`src/rtl/multicycle_ctrl_if.sv`:
```
// Control bundle between the multicycle controller (master) and its datapath (slave):
// instruction fields and status flags in, datapath steering and memory strobes out.
interface multicycle_ctrl_if;
   logic [5:0] opcode;
   logic [5:0] funct;
   logic       zero;
   logic       mem_ready;
   logic       pc_we;
   logic       iord;
   logic       mem_re;
   logic       mem_we;
   logic       ir_we;
   logic       reg_we;
   logic       reg_dst;
   logic       mem_to_reg;
   logic       alu_src_a;
   logic [1:0] alu_src_b;
   logic       ext_zero;
   logic [1:0] pc_src;
   logic [3:0] alu_op;
   logic       illegal;
   logic [3:0] state;

   modport master (
      input  opcode, funct, zero, mem_ready,
      output pc_we, iord, mem_re, mem_we, ir_we, reg_we, reg_dst, mem_to_reg,
             alu_src_a, alu_src_b, ext_zero, pc_src, alu_op, illegal, state
   );

   modport slave (
      output opcode, funct, zero, mem_ready,
      input  pc_we, iord, mem_re, mem_we, ir_we, reg_we, reg_dst, mem_to_reg,
             alu_src_a, alu_src_b, ext_zero, pc_src, alu_op, illegal, state
   );
endinterface

```
`src/rtl/multicycle_ctrl.sv`:
```
// Control FSM for a multicycle MIPS-subset datapath. Moore controls are registered
// from the next state; only mem_ready/zero-qualified enables and the illegal pulse are combinational.
module multicycle_ctrl (
   input logic               clk,
   input logic               rst_n,
   multicycle_ctrl_if.master bus
);

   typedef enum logic [3:0] {
      IDLE     = 4'd0,
      FETCH    = 4'd1,
      DECODE   = 4'd2,
      MEMADDR  = 4'd3,
      MEMREAD  = 4'd4,
      MEMWB    = 4'd5,
      MEMWRITE = 4'd6,
      EXEC_R   = 4'd7,
      RWB      = 4'd8,
      EXEC_I   = 4'd9,
      IWB      = 4'd10,
      BRANCH   = 4'd11,
      JUMP     = 4'd12
   } state_t;

   localparam logic [3:0] ALU_ADD  = 4'b0000;
   localparam logic [3:0] ALU_SUB  = 4'b0010;
   localparam logic [3:0] ALU_AND  = 4'b0111;
   localparam logic [3:0] ALU_OR   = 4'b1000;
   localparam logic [3:0] ALU_XOR  = 4'b1001;
   localparam logic [3:0] ALU_NOR  = 4'b1010;
   localparam logic [3:0] ALU_SLT  = 4'b1011;
   localparam logic [3:0] ALU_SLTU = 4'b1100;

   localparam logic [5:0] OP_RTYPE = 6'b000000;
   localparam logic [5:0] OP_J     = 6'b000010;
   localparam logic [5:0] OP_BEQ   = 6'b000100;
   localparam logic [5:0] OP_BNE   = 6'b000101;
   localparam logic [5:0] OP_ADDI  = 6'b001000;
   localparam logic [5:0] OP_ADDIU = 6'b001001;
   localparam logic [5:0] OP_SLTI  = 6'b001010;
   localparam logic [5:0] OP_ANDI  = 6'b001100;
   localparam logic [5:0] OP_ORI   = 6'b001101;
   localparam logic [5:0] OP_LW    = 6'b100011;
   localparam logic [5:0] OP_SW    = 6'b101011;

   // The in_* flags let the combinational enables know the current state without re-decoding it.
   typedef struct packed {
      logic       iord;
      logic       mem_re;
      logic       mem_we;
      logic       reg_we;
      logic       reg_dst;
      logic       mem_to_reg;
      logic       alu_src_a;
      logic [1:0] alu_src_b;
      logic       ext_zero;
      logic [1:0] pc_src;
      logic [3:0] alu_op;
      logic       in_fetch;
      logic       in_decode;
      logic       in_branch;
      logic       in_jump;
   } ctrl_t;

   state_t state_q;
   state_t state_d;
   ctrl_t  ctrl_q;
   logic   take_branch;

   function automatic logic [4:0] r_decode(input logic [5:0] f);
      case (f)
         6'h20, 6'h21: return {1'b1, ALU_ADD};
         6'h22, 6'h23: return {1'b1, ALU_SUB};
         6'h24:        return {1'b1, ALU_AND};
         6'h25:        return {1'b1, ALU_OR};
         6'h26:        return {1'b1, ALU_XOR};
         6'h27:        return {1'b1, ALU_NOR};
         6'h2A:        return {1'b1, ALU_SLT};
         6'h2B:        return {1'b1, ALU_SLTU};
         default:      return {1'b0, ALU_ADD};
      endcase
   endfunction

   function automatic logic is_legal(input logic [5:0] op, input logic [5:0] f);
      logic [4:0] r;
      r = r_decode(f);
      case (op)
         OP_RTYPE: return r[4];
         OP_LW, OP_SW, OP_BEQ, OP_BNE, OP_J,
         OP_ADDI, OP_ADDIU, OP_SLTI, OP_ANDI, OP_ORI: return 1'b1;
         default: return 1'b0;
      endcase
   endfunction

   function automatic state_t next_state(input state_t s, input logic [5:0] op,
                                         input logic [5:0] f, input logic ready);
      case (s)
         IDLE:     return FETCH;
         FETCH:    return ready ? DECODE : FETCH;
         DECODE: begin
            if (!is_legal(op, f)) return FETCH;
            case (op)
               OP_RTYPE:      return EXEC_R;
               OP_LW, OP_SW:  return MEMADDR;
               OP_BEQ, OP_BNE: return BRANCH;
               OP_J:          return JUMP;
               default:       return EXEC_I;
            endcase
         end
         MEMADDR:  return (op == OP_SW) ? MEMWRITE : MEMREAD;
         MEMREAD:  return ready ? MEMWB : MEMREAD;
         MEMWRITE: return ready ? FETCH : MEMWRITE;
         EXEC_R:   return RWB;
         EXEC_I:   return IWB;
         default:  return FETCH;
      endcase
   endfunction

   function automatic ctrl_t outputs_for(input state_t s, input logic [5:0] op, input logic [5:0] f);
      ctrl_t      c;
      logic [4:0] r;
      c = '0;
      r = r_decode(f);
      case (s)
         FETCH:    begin c.mem_re = 1'b1; c.alu_src_b = 2'd1; c.in_fetch = 1'b1; end
         DECODE:   begin c.alu_src_b = 2'd3; c.in_decode = 1'b1; end
         MEMADDR:  begin c.alu_src_a = 1'b1; c.alu_src_b = 2'd2; end
         MEMREAD:  begin c.mem_re = 1'b1; c.iord = 1'b1; end
         MEMWB:    begin c.reg_we = 1'b1; c.mem_to_reg = 1'b1; end
         MEMWRITE: begin c.mem_we = 1'b1; c.iord = 1'b1; end
         EXEC_R:   begin c.alu_src_a = 1'b1; c.alu_op = r[3:0]; end
         RWB:      begin c.reg_we = 1'b1; c.reg_dst = 1'b1; end
         EXEC_I: begin
            c.alu_src_a = 1'b1;
            c.alu_src_b = 2'd2;
            case (op)
               OP_SLTI: c.alu_op = ALU_SLT;
               OP_ANDI: begin c.alu_op = ALU_AND; c.ext_zero = 1'b1; end
               OP_ORI:  begin c.alu_op = ALU_OR;  c.ext_zero = 1'b1; end
               default: c.alu_op = ALU_ADD;
            endcase
         end
         IWB:      c.reg_we = 1'b1;
         BRANCH:   begin c.alu_src_a = 1'b1; c.alu_op = ALU_SUB; c.pc_src = 2'd1; c.in_branch = 1'b1; end
         JUMP:     begin c.pc_src = 2'd2; c.in_jump = 1'b1; end
         default:  c = '0;
      endcase
      return c;
   endfunction

   assign state_d = next_state(state_q, bus.opcode, bus.funct, bus.mem_ready);

   // Decoding the next state here means every Moore output is ready from a flop at the edge.
   always_ff @(posedge clk or negedge rst_n) begin
      if (!rst_n) begin
         state_q <= IDLE;
         ctrl_q  <= '0;
      end else begin
         state_q <= state_d;
         ctrl_q  <= outputs_for(state_d, bus.opcode, bus.funct);
      end
   end

   assign take_branch = (bus.opcode == OP_BEQ) ? bus.zero : ((bus.opcode == OP_BNE) & ~bus.zero);

   assign bus.pc_we      = (ctrl_q.in_fetch & bus.mem_ready) | ctrl_q.in_jump |
                           (ctrl_q.in_branch & take_branch);
   assign bus.ir_we      = ctrl_q.in_fetch & bus.mem_ready;
   assign bus.illegal    = ctrl_q.in_decode & ~is_legal(bus.opcode, bus.funct);
   assign bus.iord       = ctrl_q.iord;
   assign bus.mem_re     = ctrl_q.mem_re;
   assign bus.mem_we     = ctrl_q.mem_we;
   assign bus.reg_we     = ctrl_q.reg_we;
   assign bus.reg_dst    = ctrl_q.reg_dst;
   assign bus.mem_to_reg = ctrl_q.mem_to_reg;
   assign bus.alu_src_a  = ctrl_q.alu_src_a;
   assign bus.alu_src_b  = ctrl_q.alu_src_b;
   assign bus.ext_zero   = ctrl_q.ext_zero;
   assign bus.pc_src     = ctrl_q.pc_src;
   assign bus.alu_op     = ctrl_q.alu_op;
   assign bus.state      = state_q;

endmodule

```
`src/flat_wrapper.sv`:
```
// flat-port wrapper written by rule: the top's interface ports become plain ports
module multicycle_ctrl_flat 
  (clk, rst_n, bus_opcode, bus_funct, bus_zero, bus_mem_ready, bus_pc_we, bus_iord, bus_mem_re, bus_mem_we, bus_ir_we, bus_reg_we, bus_reg_dst, bus_mem_to_reg, bus_alu_src_a, bus_alu_src_b, bus_ext_zero, bus_pc_src, bus_alu_op, bus_illegal, bus_state);
  multicycle_ctrl_if bus_i ();
  input logic clk;
  input logic rst_n;
  input wire logic [$bits(bus_i.opcode)-1:0] bus_opcode;
  input wire logic [$bits(bus_i.funct)-1:0] bus_funct;
  input wire logic [$bits(bus_i.zero)-1:0] bus_zero;
  input wire logic [$bits(bus_i.mem_ready)-1:0] bus_mem_ready;
  output wire logic [$bits(bus_i.pc_we)-1:0] bus_pc_we;
  output wire logic [$bits(bus_i.iord)-1:0] bus_iord;
  output wire logic [$bits(bus_i.mem_re)-1:0] bus_mem_re;
  output wire logic [$bits(bus_i.mem_we)-1:0] bus_mem_we;
  output wire logic [$bits(bus_i.ir_we)-1:0] bus_ir_we;
  output wire logic [$bits(bus_i.reg_we)-1:0] bus_reg_we;
  output wire logic [$bits(bus_i.reg_dst)-1:0] bus_reg_dst;
  output wire logic [$bits(bus_i.mem_to_reg)-1:0] bus_mem_to_reg;
  output wire logic [$bits(bus_i.alu_src_a)-1:0] bus_alu_src_a;
  output wire logic [$bits(bus_i.alu_src_b)-1:0] bus_alu_src_b;
  output wire logic [$bits(bus_i.ext_zero)-1:0] bus_ext_zero;
  output wire logic [$bits(bus_i.pc_src)-1:0] bus_pc_src;
  output wire logic [$bits(bus_i.alu_op)-1:0] bus_alu_op;
  output wire logic [$bits(bus_i.illegal)-1:0] bus_illegal;
  output wire logic [$bits(bus_i.state)-1:0] bus_state;
  assign bus_i.opcode = bus_opcode;
  assign bus_i.funct = bus_funct;
  assign bus_i.zero = bus_zero;
  assign bus_i.mem_ready = bus_mem_ready;
  assign bus_pc_we = bus_i.pc_we;
  assign bus_iord = bus_i.iord;
  assign bus_mem_re = bus_i.mem_re;
  assign bus_mem_we = bus_i.mem_we;
  assign bus_ir_we = bus_i.ir_we;
  assign bus_reg_we = bus_i.reg_we;
  assign bus_reg_dst = bus_i.reg_dst;
  assign bus_mem_to_reg = bus_i.mem_to_reg;
  assign bus_alu_src_a = bus_i.alu_src_a;
  assign bus_alu_src_b = bus_i.alu_src_b;
  assign bus_ext_zero = bus_i.ext_zero;
  assign bus_pc_src = bus_i.pc_src;
  assign bus_alu_op = bus_i.alu_op;
  assign bus_illegal = bus_i.illegal;
  assign bus_state = bus_i.state;
  multicycle_ctrl u_core (.clk(clk), .rst_n(rst_n), .bus(bus_i));
endmodule
```
`config.mk`:
```
export PLATFORM = sky130hd
export DESIGN_NAME = multicycle_ctrl_flat
export DESIGN_NICKNAME = d
export VERILOG_FILES = /design/src/rtl/multicycle_ctrl_if.sv /design/src/rtl/multicycle_ctrl.sv /design/src/flat_wrapper.sv
export SDC_FILE = /design/constraint.sdc
export NUM_CORES = 1
export LEC_CHECK = 0
export ABC_AREA = 0
export ABC_CLOCK_PERIOD_IN_PS = 6500
export BUFFER_PORTS_ARGS = -buffer_cell sky130_fd_sc_hd__clkbuf_2
export CAP_MARGIN = 20
export CORE_UTILIZATION = 55
export DETAILED_ROUTE_END_ITERATION = 7
export PLACE_DENSITY = 0.91
export SLEW_MARGIN = 20
export SYNTH_ARGS = -nofsm -noshare
export SYNTH_HDL_FRONTEND = slang
export SYNTH_SLANG_ARGS = --single-unit
export TNS_END_PERCENT = 50
```
`constraint.sdc`:
```
create_clock -name clk -period 6.5 [get_ports clk]
set_input_delay 0.65 -clock clk [delete_from_list [all_inputs] [get_ports clk]]
set_output_delay 0.65 -clock clk [all_outputs]
set_load 0.01 [all_outputs]
```
## Yosys cells after proc, flatten, opt, wreduce, memory -nomap -nowiden

Index checks and enable logic that the tools add are counted.

| word-level totals | value |
|---|---|
| flip-flop bits (word level) | 24 |
| bits in latches | 0 |
| bits in writable memories | 0 |
| memory bits (read-only) | 0 |
| output and inout bits | 23 |
| memories | 0 |

| cells by class | value |
|---|---|
| add/sub/neg operators | 0 |
| $mul | 0 |
| divide/modulo/power cells | 0 |
| magnitude comparators | 0 |
| equal/unequal tests | 39 |
| shifts and indexed selects | 0 |
| mux-type cells | 31 |
| bitwise logic cells | 8 |
| reduce and logical (&&, ||, !) cells | 12 |

Operators with widths:

| kind | count |
|---|---|
| == test 6 bit (second input constant) | 12 |
| one-hot mux 5 bit (8 select lines) | 1 |
| == test 6 x 4 -> 1 bit (second input constant) | 5 |
| == test 4 x 3 -> 1 bit (second input constant) | 7 |
| one-hot mux 4 bit (7 select lines) | 1 |
| == test 4 bit (second input constant) | 6 |
| one-hot mux 4 bit (3 select lines) | 2 |
| two-way mux 1 bit | 18 |
| == test 4 x 2 -> 1 bit (second input constant) | 4 |
| one-hot mux 4 bit (4 select lines) | 1 |
| OR reduction 2 bit | 8 |
| == test 6 x 3 -> 1 bit (second input constant) | 2 |
| OR reduction 10 bit | 1 |
| == test 4 x 1 -> 1 bit (second input constant) | 2 |
| two-way mux 4 bit | 2 |
| == test 6 x 2 -> 1 bit (second input constant) | 1 |
| logical NOT 6 bit | 1 |
| one-hot mux 2 bit (3 select lines) | 1 |
| AND 1 bit | 4 |
| two-way mux 2 bit | 2 |
| one-hot mux 2 bit (2 select lines) | 1 |
| OR reduction 4 bit | 1 |
| two-way mux 3 bit | 1 |
| OR reduction 3 bit | 1 |
| 3 further kinds | 5 |

## Longest topological paths before layout

Gate-level depths: netlist of run 1.

| logic depth | value |
|---|---|
| depth in word-level cells | 12 |
| gate-level depth with buffers | 8 |
| depth with buffers taken out | 6 |

## Worst setup path after synthesis of run 1

OpenSTA, ideal clock, no wires.

| path | value |
|---|---|
| kind | input-to-reg |
| start point | input bus_opcode[0] |
| end point | register u_core.ctrl_q (netlist bit u_core.bus.alu_op[0]) |
| setup time | 0.101 ns |
| arrival | 2.239 ns |
| path slack | 4.160 ns |
| cell stages on the path | 8 |
| cell sequence | buf_2 or3b_2 a211o_1 and2_1 buf_6 clkinv_8 nand4_4 o32ai_1 |

| on the way | value |
|---|---|
| longest elaborated chain between the ends | 10 |
| elaborated cells on any way between the ends | 27 |

Ends and longest elaborated chain:

| what | RTL line | source |
|---|---|---|
| from (decl) | flat_wrapper.sv:7 | `input wire logic [$bits(bus_i.opcode)-1:0] bus_opcode;` |
| == test 6 bit (tied with other cells) | multicycle_ctrl.sv:87, multicycle_ctrl.sv:102 |  |
| OR reduction 10 bit | multicycle_ctrl.sv:87 | `case (op)` |
| one-hot mux 1 bit (2 select lines) | n/a |  |
| two-way mux 1 bit | multicycle_ctrl.sv:97 | `case (s)` |
| two-way mux 1 bit | multicycle_ctrl.sv:101 | `if (!is_legal(op, f)) return FETCH;` |
| two-way mux 1 bit | multicycle_ctrl.sv:97 |  |
| two-way mux 4 bit * | multicycle_ctrl.sv:102 | `case (op)` |
| one-hot mux 4 bit (7 select lines) * | multicycle_ctrl.sv:97 |  |
| via u_core.state_d[3] | multicycle_ctrl.sv:66 | `state_t state_d;` |
| == test 4 bit or == test 4 x 3 -> 1 bit (tied branches) | multicycle_ctrl.sv:124 | `case (s)` |
| one-hot mux 4 bit (3 select lines) * | multicycle_ctrl.sv:124 |  |
| to (signal assigned) | multicycle_ctrl.sv:160 | `ctrl_q <= outputs_for(state_d, bus.opcode, bus.funct);` |
| to (decl) | multicycle_ctrl.sv:67 | `ctrl_t ctrl_q;` |

Mark *: on every way through the listed nets, which the timed path passes. The rest lies on a longest branch. The select of a mux whose other input is x is not followed.

## Final worst setup path of run 1

| path | value |
|---|---|
| start point | input bus_opcode[0] |
| end point | output bus_illegal |

| on the way | value |
|---|---|
| longest elaborated chain between the ends | 5 |
| elaborated cells on any way between the ends | 15 |

Ends and longest elaborated chain:

| what | RTL line | source |
|---|---|---|
| == test 6 bit (tied with other cells) | multicycle_ctrl.sv:87 |  |
| OR reduction 10 bit | multicycle_ctrl.sv:87 |  |
| one-hot mux 1 bit (2 select lines) * | multicycle_ctrl.sv:87 |  |
| NOT 1 bit * | multicycle_ctrl.sv:169 | `assign bus.illegal = ctrl_q.in_decode & ~is_legal(bus.opcode, bus.funct);` |
| AND 1 bit * | multicycle_ctrl.sv:169 |  |
| to (decl) | flat_wrapper.sv:24 | `output wire logic [$bits(bus_i.illegal)-1:0] bus_illegal;` |

Mark *: on every way between the ends. The rest lies on a longest branch, timed or not.

==> results of run 1 <==
==> worst paths after layout <==
check                                     from               endpoint  slack, ps  cells past startpoint
max in group asynchronous                rst_n     u_core.bus.reg_dst       5820                      1
min                                      rst_n    u_core.bus.ext_zero        290                      1
min in group clk                 bus_mem_ready  u_core.bus.mem_to_reg        640                      3
min reg2reg                u_core.bus.state[3]      u_core.bus.reg_we        750                      2
max                              bus_opcode[0]            bus_illegal       4050                      5
max reg2reg                u_core.bus.state[2]   u_core.bus.alu_op[2]       4200                      6
==> report_power, final <==
| group | switching, mW | internal (mW) | total [mW] |
|---|---|---|---|
| Sequential | 0.0326 | 0.182 | 0.215 |
| Combinational | 0.135 | 0.0910 | 0.226 |
| Clock | 0.0478 | 0.0624 | 0.110 |
==> metal layers <==
metal  vias to the layer above  track usage  part of all wire
li1                        575            -                 -
met1                       582        0.309              0.44
met2                        42        0.426              0.50
met3                         9       0.0431             0.038
met4                         0        0.110             0.025
met5                         -            0                 0
==> per-stage QoR <==
step | setup WS (ps) | hold slack, ps
finish | 4050 | 292
global route | 3960 | 343
CTS | 4100 | 318
detailed placement | 3920 | 676
global placement | 4060 | 656
floorplan | 4160 | 354
==> cell usage in the layout (no fill, tap or decap), types with 2 or more instances in the layout <==
cell type  instances
dfrtp_1           24
nor2_1            15
o21ai_0            2
nor4_1             2
o21bai_1           2
nand2_1            4
o32ai_1            5
clkbuf_2          38
mux2i_1            4
nor2b_1            5
or2_2              3
nor3_1             4
a21oi_1            5
inv_1              5
and2_1             7
or3b_2             2
a211o_1            2
nand3_1            3
nand2b_1           5
xor2_1             2
clkbuf_4           3
o211ai_1           3
nor3b_1            4
nand3b_1           2
==> kinds of logic after synthesis <==
kind of cell              count (synthesis)  share of synthesized area
and+or+nand+nor                          63                      0.265
AOI/OAI and AO/OA                        31                      0.166
DFF                                      24                      0.419
buffers and inverters                    21                     0.0961
muxes                                     5                     0.0358
xor gates and xnor gates                  3                     0.0183
==> worst max-delay path: stages <==
cell and delay [ps]:
clkbuf_2 190, nor3_1 460, o2111a_1 290, nor3b_1 60, clkbuf_2 140
==> layout make-up <==
| class | instances | area (sq um) | area share |
|---|---|---|---|
| clock buffers | 3 | 22.5 | 0.0140 |
| clock inverters | 1 | 30.0 | 0.0186 |
| well taps | 30 | 37.5 | 0.0233 |
| multi-input cells | 102 | 694 | 0.431 |
| flip-flops and latches | 24 | 601 | 0.373 |
| inverters | 6 | 35.0 | 0.0218 |
| repair buffers | 38 | 190 | 0.118 |
==> results.txt, run 1 <==
The run finished with clean final reports. The final layout contains routed wiring with a total length of 3180 um. The die covers 2810 sq um. The area share of the leading cell type in the synthesized netlist is 0.419. The number of port buffers came out at 38. TritonCTS built the clock tree. The share of layout cells above drive strength 1 is 0.299, and the overall routing resource usage is 0.251. The residual antenna-violating net count after detailed routing is 0, and the maximum buffer depth of the clock tree is 2.

The tools report the total congestion overflow after global routing as 0. The core region is 2480 sq um. The total clock buffers created by CTS was 3. The first global-routing pass estimated 5100 um of wire. The number of antenna violations at the first check in global routing came out at 0. The final standard cell utilization of the core is 0.650. After routing, the total negative slack on setup checks comes to 0 ps. Setup violations remaining at the end of the flow were counted as 0.

The tightest min-delay check is of the primary input to asynchronous set/reset pin type. The count of cells resized by post-cts repair was 0; the signed area change from the synthesized netlist to the final layout was 12.4%. The tools report the endpoint kind of the worst setup timing path as an output port. The run gives 0 as the number of maximum-capacitance constraint violations.

Number of enable flip-flop cells after synthesis: 0. The dominant cell by count in the synthesized netlist is dfrtp_1. In the routed layout, each cell is associated on average with a via count of 5.92.

The design draws 0.550 mW. The overall via count from detail_route was 1208; the die height was 53.0 um. Once layout is done, the placed cells without fillers occupy 1610 sq um. Setup repair after global routing left no endpoint under its margin. The number of nets handed over by synthesis was 163. The run gives 5850 ps as the critical path data required time.

Summed over all nets, the half-perimeter wirelength after detailed placement is 2420 um. Data on the critical path arrives at its endpoint at 1800 ps. Dividing total power by cell area gives a power density of 342 nW/um^2. Along the worst path, the maximum fanout reaches 10. 0 antenna diodes ended up in the layout. The maximum level of the CTS H-tree was 1. The horizontal extent of the die was 53.0 um. The tools report the final count of hold timing violations as 0. Post-CTS setup repair buffer count: 0. The worst setup path category was primary input to output port. The tools report the via count of the first global-routing pass as 1103. STA classifies the critical path startpoint as a primary input. Leaving out filler cells and counting taps, the final layout contains 204. dfrtp_1 takes more of the synthesized area than any other cell.

Final worst-path cycle share: 0.376. For this block, the initial DRC count from the detailed router was 28. Before antenna repair, the detailed router went through 4 iterations.

By count the netlist is led by dfrtp_1, nor2_1, buf_4. The tree built by TritonCTS fans out to 24 sinks. The worst-case IR drop observed on VDD is 293 uV. The tools report the register area share after synthesis as 0.419. The filler cell count in the final layout was 211; the pin count of the biggest net entering global routing was 25. The clock period could shrink to 2450 ps. The tools report the post-synthesis cell count as 147. The clock latency on the worst-skew pair is 330 ps.

The cell at the root of the clock tree is clkbuf_4. The congestion estimate from routability-driven global placement came to 0.933. The worst slew margin relative to its limit came out at 0.610.

The setup clock skew after layout is 9.89 ps. After synthesis, the netlist uses 48 different library cells. Dividing the detail-routed wire length by the instance count gives 15.6 um. The clock-pin slew on the worst setup and hold paths works out to 140 ps. In the post-synthesis netlist, the biggest area contributors are dfrtp_1, buf_4, nor2_1.

The tools report the maximum achievable frequency as 409 MHz. After synthesis the cells add up to 1430 sq um. The count of state elements after synthesis was 24.

In this run, post-CTS hold repair placed 0 buffers. The average cell area after synthesis is 9.75 sq um. In the synthesized netlist the dominant register cell turns out to be dfrtp_1.

In this run the static leakage power is 0.793 nW. The slew at the pin with the worst max-slew slack was 585 ps. For the cell total after placement, the log shows 200. The tools report the number of remaining DRC errors as 0.

The logs give 0 for the max-slew violation count and 0 for the yosys synthesis warning count. The starting density of the core is 0.578, and the count of boundary I/O pins is 39. The floorplan row count was 18.

After detailed placement, the total cell area comes to 1560 sq um. The number of nets in the final layout was 191. The proportion of synthesized flip-flops having asynchronous set or reset works out to 1.00.
Power figures use the tool's default switching activity.
==> run 2: changes to the inputs <==
- ABC_CLOCK_PERIOD_IN_PS: 6500 -> 2200
- CORE_UTILIZATION: 55 -> 47
- PLACE_DENSITY: 0.91 -> 0.84
- clock period: 6.5 -> 2.2 ns (I/O delays scaled with it)
==> run 2 against run 1 <==
Net effect: the flow now finishes with violations (design-rule violations); register-to-register slack lost 4100 ps; clock skew shrank 5.7 ps; non-clock buffer count grew 6; first-iteration DRC count grew 100%; via count grew 3.1%; core utilization shrank 6.9 points; final cell count grew 3.4%; clock-buffer cell count grew 1; worst hold slack lost 76 ps; combinational power grew to 3.1 times the previous value; sequential power grew to 2.8 times the previous value; critical endpoint is now u_core.bus.alu_src_a.
==> results.txt, run 2 (synthesis results as in run 1) <==
The run finished, with violations left. The checks that failed: design-rule violations. Subtracting the final worst setup slack from the clock period gives 2090 ps. The number of antenna violations at the first check in global routing was 0 (unchanged).

Most frequent standard cell in the layout excluding fill and tap cells: clkbuf_2. The run gives 0 (unchanged) as the final count of hold timing violations. Starting density of the core: 0.506 (-0.0719).

The met2 layer wire length in the routed design was 1570 um (-1.7%); the clock-pin slew on the worst setup and hold paths was 120 ps (-20 ps). The switching power came out at 0.614 mW (+190%). The detailed-route wire length per cell came out at 14.7 um (-5.6%). The count of boundary I/O pins is 39 (unchanged).

The horizontal extent of the die is 57.2 um (+7.9%). Setup repair after global routing left no endpoint under its margin. Total cell area at the placement stage: 1600 sq um (+2.5%). Overall via count from detail_route: 1245 (+3.1%). Half-perimeter wire length after placement: 2370 um (-1.9%). The logs give 4 (+4) for the number of remaining DRC errors and 5090 um (-0.27%) for the global-route wire length before repair. The power share of the sequential group was 0.394 (+0.004). The signed area change from the synthesized netlist to the final layout is 14.8%. The critical path is of the flop to flop type. The tools report the critical path data required time as 2360 ps (-3490 ps). The setup clock skew after layout came out at 4.17 ps (-5.72 ps). The tools report the largest vdd supply drop as 428 uV (+46%).

The first-iteration detailed-routing DRC count came out at 57 (+100%). In the layout the commonest cells are clkbuf_2, dfrtp_1, nor2_1, and2_1. The clock latency on the worst-skew pair is 310 ps (-20 ps), and the max-slew violation count is 0 (unchanged). The run gives 2250 ps (+450 ps) as the worst endpoint data arrival time. Final non-filler cell area: 1640 sq um (+2.1%). The clock share of power came out at 0.146 (-0.054). The total detailed-routing wirelength was 3100 um (-2.4%).

The die area came out at 3270 sq um (+16%). The total clock buffers created by CTS is 3 (unchanged). The die height came out at 57.2 um (+7.9%). The kind of path behind the tightest hold check is primary input to flop.

The tools report the final setup TNS as 0 ps (unchanged). The antenna diode instance count was 0 (unchanged). The via count of the first global-routing pass was 1111 (+0.73%); the maximum buffer depth of the clock tree was 2 (unchanged).

Based on the critical path, the design can be clocked at up to 479 MHz. The total congestion overflow after global routing was 0 (unchanged); the maximum level of the CTS H-tree was 1 (unchanged). The total routed wire length on the met1 layer was 1370 um (-0.87%). The power density normalized to cell area is 938 nW/um^2 (+170%), and the overall routing resource usage is 0.199 (-0.0521). The final setup violation count is 0 (unchanged).

Category of the worst setup path launch point: a flop. The detailed router used layers up to and including met4. For the number of maximum-capacitance constraint violations, the log shows 0 (unchanged). The run gives 0.816 nW (+3.0%) as the leakage power of the design. The final RePlAce weighted congestion is 0.910 (-2.6%), and the critical-path maximum fanout is 6 (-4). The run gives 0 (unchanged) as the residual antenna-violating net count after detailed routing.

The logs give 0.630 (+0.0199) for the worst slew margin relative to its limit and 0.581 (-0.0688) for the final standard cell utilization of the core. The pin count of the biggest net entering global routing was 25 (unchanged); the power after layout was 1.54 mW (+180%). The cell at the root of the clock tree was clkbuf_4. The number of port buffers came out at 38 (unchanged). The final worst-path cycle share was 0.948.

The first-pass iteration count of the detailed router came out at 6 (+2). The setup slack of the critical path after layout is 114 ps (-3940 ps), and the number of nets in the final layout is 197 (+3.1%). For the routed wire length on met3, the log shows 122 um (+0.83%). The share of layout cells above drive strength 1 works out to 0.322 (+0.0234). TritonCTS built the clock tree. For the total internal power, the log shows 0.928 mW (+180%). The fraction of power consumed by combinational cells came out at 0.460 (+0.050). The switching share of power works out to 0.398 (+0.00753).

The floorplan row count came out at 19 (+1). The endpoint kind of the worst setup timing path is a flop. The via density per instance came out at 5.90 (-0.36%). The number of clock sinks seen by CTS came out at 24 (unchanged). The tools report the minimum setup slack after placement as 152 ps (-3770 ps). For the area of the core, the log shows 2830 sq um (+14%).

The slew at the pin with the worst max-slew slack works out to 555 ps (-29.9 ps).
==> run 2: changes by cell type in the layout (fill, tap and decap cells not counted), sizes merged <==
cell         before  now
bufinv            1    0
clkbuf           41   42
dlygate4sd3       0    1
buf               0    5
==> run 2: repair_timing <==
| action | CTS | global route |
|---|---|---|
| gates resized for setup | 0 | 1 |
| buffers inserted | 0 | 0 |
| endpoints found under the hold margin | 24 | 0 |
| endpoints found under the setup margin | 0 | 1 |
| hold buffers | 1 | 0 |
==> run 2: power groups by stage <==
stage	combinational (mW)	sequential [mW]	clock, mW
finish	0.710	0.608	0.225
detailed placement	0.701	0.613	0
global placement	0.675	0.611	0
global route	0.793	0.619	0.244
CTS	0.706	0.606	0.225
floorplan	0.505	0.620	0
==> run 2: layout make-up <==
| type | instances | area [sq um] |
|---|---|---|
| clock buffer | 4 | 36.3 |
| sequential | 24 | 601 |
| fill | 235 | 1180 |
| inverter | 6 | 35.0 |
| timing repair buffer | 44 | 238 |
| tap | 31 | 38.8 |
| multi-input combinational | 102 | 696 |
==> run 2: path summary, 6_finish.rpt <==
kind | from | endpoint | slack (ps) | cells after the start
max reg2reg | u_core.bus.state[2] | u_core.bus.alu_src_a | 110 | 5
max | u_core.bus.state[2] | u_core.bus.alu_src_a | 110 | 5
max in group asynchronous | rst_n | u_core.bus.alu_op[2] | 1420 | 2
min reg2reg | u_core.bus.state[0] | u_core.bus.mem_to_reg | 740 | 3
min | bus_mem_ready | u_core.bus.mem_to_reg | 220 | 3
min in group asynchronous | rst_n | u_core.bus.iord | 410 | 2
==> run 2: critical path: stages, from the launching register on <==
cell	delay [ps]
dfrtp_1	400
or4_4	540
a211o_1	280
and2_1	280
o211ai_1	240
o21ai_0	210
==> run 2: per-stage QoR <==
step / hold WS (ps) / std cells
2_1_floorplan: -75.6 / 147
3_3_place_gp: 229 / 206
3_5_place_dp: 238 / 206
4_1_cts: 207 / 211
5_1_grt: 239 / 211
6_report: 216 / 211
==> run 2: metal layers <==
layer,GRT usage,vias up
li1,-,594
met1,0.276,608
met2,0.339,38
met3,0.0136,5
met4,0.0523,0
met5,0,-
==> run 3: changes to the inputs <==
- GPL_TIMING_DRIVEN: not set -> 0
==> run 3 against run 2 <==
Net effect: the flow still finishes with violations (design-rule violations); sequential power down 2%; clock-buffer cell count unchanged; critical path depth up 2; power up 3.9%; clock skew down 0.51 ps; via count up 0.96%; sequential share of layout area down 1.8 points; core utilization up 3.1 points; worst setup slack worse by 9.8 ps; maximum frequency down 0.47%; largest cell class unchanged.
==> results.txt, run 3 (synthesis results as in run 1) <==
The flow ran to the end, but the final reports show violations. The checks that failed: design-rule violations. Detailed-route wire length per cell: 13.9 um (-5.4%). The logs give 1320 um (-3.7%) for the total routed wire length on the met1 layer and 2310 ps (+60 ps) for the worst endpoint data arrival time. The logs give 0.901 (-0.97%) for the final RePlAce weighted congestion and 492 uV (+15%) for the largest vdd supply drop. The run gives 3270 sq um (unchanged) as the die area. The floorplan row count is 19 (unchanged). The tools report the endpoint of the worst register-to-register path as u_core.bus.mem_we. Number of clock sinks seen by CTS: 24 (unchanged).

The final standard cell utilization of the core came out at 0.612 (+0.0305). The kind of path behind the tightest hold check is primary input to flop. The final count of hold timing violations was 0 (unchanged).

The worst hold path begins at bus_funct[5]. The number of maximum-capacitance constraint violations is 0 (unchanged), and the power density normalized to cell area is 926 nW/um^2 (-1.3%). The total congestion overflow after global routing was 0 (unchanged); the total detailed-routing wirelength was 3060 um (-1.3%). The tools report the area of the core as 2830 sq um (unchanged). For the total internal power, the log shows 0.976 mW (+5.1%). The via count of the first global-routing pass is 1123 (+1.1%), and the clock share of power is 0.140 (-0.006). The run gives 0.627 mW (+2.1%) as the switching power. The top cell types in the final layout, fill and taps aside, are clkbuf_2, dfrtp_1, nor2_1, buf_4, and2_1.

The pin count of the biggest net entering global routing is 25 (unchanged). The startpoint of the most critical register-to-register path is u_core.bus.state[2]. The critical path data required time is 2410 ps (+50 ps). The slew at the pin with the worst max-slew slack was 558 ps (+3.26 ps). The root buffer cell chosen for the clock tree is clkbuf_4. The tools report the met2 layer wire length in the routed design as 1470 um (-5.8%).

The die height was 57.2 um (unchanged); the maximum buffer depth of the clock tree was 2 (unchanged). For the number of antenna violations at the first check in global routing, the log shows 0 (unchanged). The overall routing resource usage is 0.201 (+0.00223), and the starting density of the core is 0.506 (unchanged).

The routed wire length on met3 was 132 um (+8.2%). The leakage power of the design was 0.861 nW (+5.4%). The share of layout cells above drive strength 1 came out at 0.349 (+0.0270). The worst hold path terminates at u_core.bus.alu_op[3]. The number of nets in the final layout came out at 206 (+4.6%). For the fraction of power consumed by combinational cells, the log shows 0.490 (+0.030). The via density per instance came out at 5.71 (-3.2%).

The run gives 3.66 ps (-0.507 ps) as the setup clock skew after layout. The topmost layer with routed signal wires is met4. The tools report the first-pass iteration count of the detailed router as 6 (unchanged). Switching share of power: 0.391 (-0.00685). The maximum level of the CTS H-tree is 1 (unchanged), and the antenna diode instance count is 0 (unchanged).

The worst hold path depth was 3 (unchanged). For the total clock buffers created by CTS, the log shows 3 (unchanged). The flop-to-flop setup slack was 100 ps (about the same); the number of port buffers was 36 (-5.3%). The count of boundary I/O pins was 39 (unchanged). TritonCTS built the clock tree. For the final setup violation count, the log shows 0 (unchanged).

By startpoint and endpoint, the worst setup path is classified as flop to flop. The residual antenna-violating net count after detailed routing is 0 (unchanged), and the final worst-path cycle share is 0.953 (+0.00444). The first-iteration detailed-routing DRC count came out at 49 (-14%). The final critical-path required period was 2100 ps (+9.78 ps).

The library cell used most frequently in the layout, excluding fill and tap cells, is clkbuf_2. Relative to the synthesized area, the layout overhead comes to 20.8%. For the clock latency on the worst-skew pair, the log shows 310 ps (about the same).

Setup repair after global routing could not meet its margin everywhere. The maximum achievable frequency was 477 MHz (-0.47%); the clock-pin slew on the worst setup and hold paths was 120 ps (about the same). For the tightest hold margin, the log shows 249 ps (+32.9 ps).

The category of the worst setup path launch point is a flop. The depth of the most critical reg-to-reg path was 7 (+2); the global-route wire length before repair was 5040 um (-0.83%). Half-perimeter wire length after placement: 2310 um (-2.6%). The worst setup path is captured at a flop.

The tools report the power share of the sequential group as 0.371 (-0.023). The horizontal extent of the die works out to 57.2 um (unchanged). Critical-path maximum fanout: 5 (-1). Max-slew violation count: 0 (unchanged). The tools report the number of remaining DRC errors as 7 (+3). The overall via count from detail_route was 1257 (+0.96%); the worst slew margin relative to its limit was 0.628 (-0.00217).
[run 3: cell types whose count changed in the layout (fill, tap and decap cells not counted), sizes merged]
cell	previous run	this run
clkbuf	42	43
buf	5	13
[run 3: power by group through the flow]
stage / clock network, mW / registers, mW / logic (mW)
finish: 0.224 / 0.594 / 0.785
global route: 0.252 / 0.606 / 0.857
CTS: 0.226 / 0.593 / 0.760
detailed placement: 0 / 0.600 / 0.749
global placement: 0 / 0.598 / 0.729
floorplan: 0 / 0.620 / 0.505
[run 3: worst max-delay path: stages (launching register included)]
cell	delay [ps]
dfrtp_1	410
buf_6	130
buf_4	140
or3b_2	470
o32ai_1	200
a41oi_1	140
nor2b_1	220
nor4_1	280
[run 3: repair_timing]
action,4_1_cts,5_1_grt
setup endpoints to repair,2,8
hold endpoints to repair,24,0
pin swaps,2,2
buffers inserted,0,2
resized for setup,3,2
hold buffers,1,0
[run 3: how the worst max path moves through the flow]
stage / startpoint / depth (start not counted) / slack (ps) / endpoint
after floorplan: u_core.bus.state[2] / 8 / 70 / u_core.bus.alu_op[0]
after detailed placement: u_core.bus.state[2] / 8 / -30 / u_core.bus.alu_op[2]
after global routing: u_core.bus.state[3] / 6 / -8 / u_core.bus.alu_op[3]
after global placement: u_core.bus.state[2] / 8 / 10 / u_core.bus.alu_op[0]
final: u_core.bus.state[2] / 7 / 100 / u_core.bus.mem_we
after CTS: u_core.bus.state[2] / 8 / 7 / u_core.bus.alu_op[2]
[run 3: per-stage QoR]
| stage | setup WS (ps) | instance area (sq um) | setup TNS [ps] | cells | total power, mW |
|---|---|---|---|---|---|
| 2_1_floorplan | 74.8 | 1430 | 0 | 147 | 1.13 |
| 3_3_place_gp | 13.4 | 1650 | 0 | 214 | 1.33 |
| 3_5_place_dp | -34.2 | 1650 | -34.2 | 214 | 1.35 |
| 4_1_cts | 7.19 | 1710 | 0 | 219 | 1.58 |
| 5_1_grt | -8.37 | 1730 | -15.3 | 220 | 1.71 |
| 6_report | 104 | 1730 | 0 | 220 | 1.60 |
[run 3: cell type report]
class	count	area, sq um
Buffer	14	103
Tap cell	31	38.8
Timing Repair Buffer	39	205
Multi-Input combinational cell	102	712
Clock buffer	4	36.3
Fill cell	240	1100
Inverter	6	35.0
Sequential cell	24	601
[run 3: per-layer routing]
metal  vias up  global-route usage
li1        610                   -
met1       594               0.257
met2        41               0.329
met3        12             0.00907
met4         0               0.143
met5         -                   0
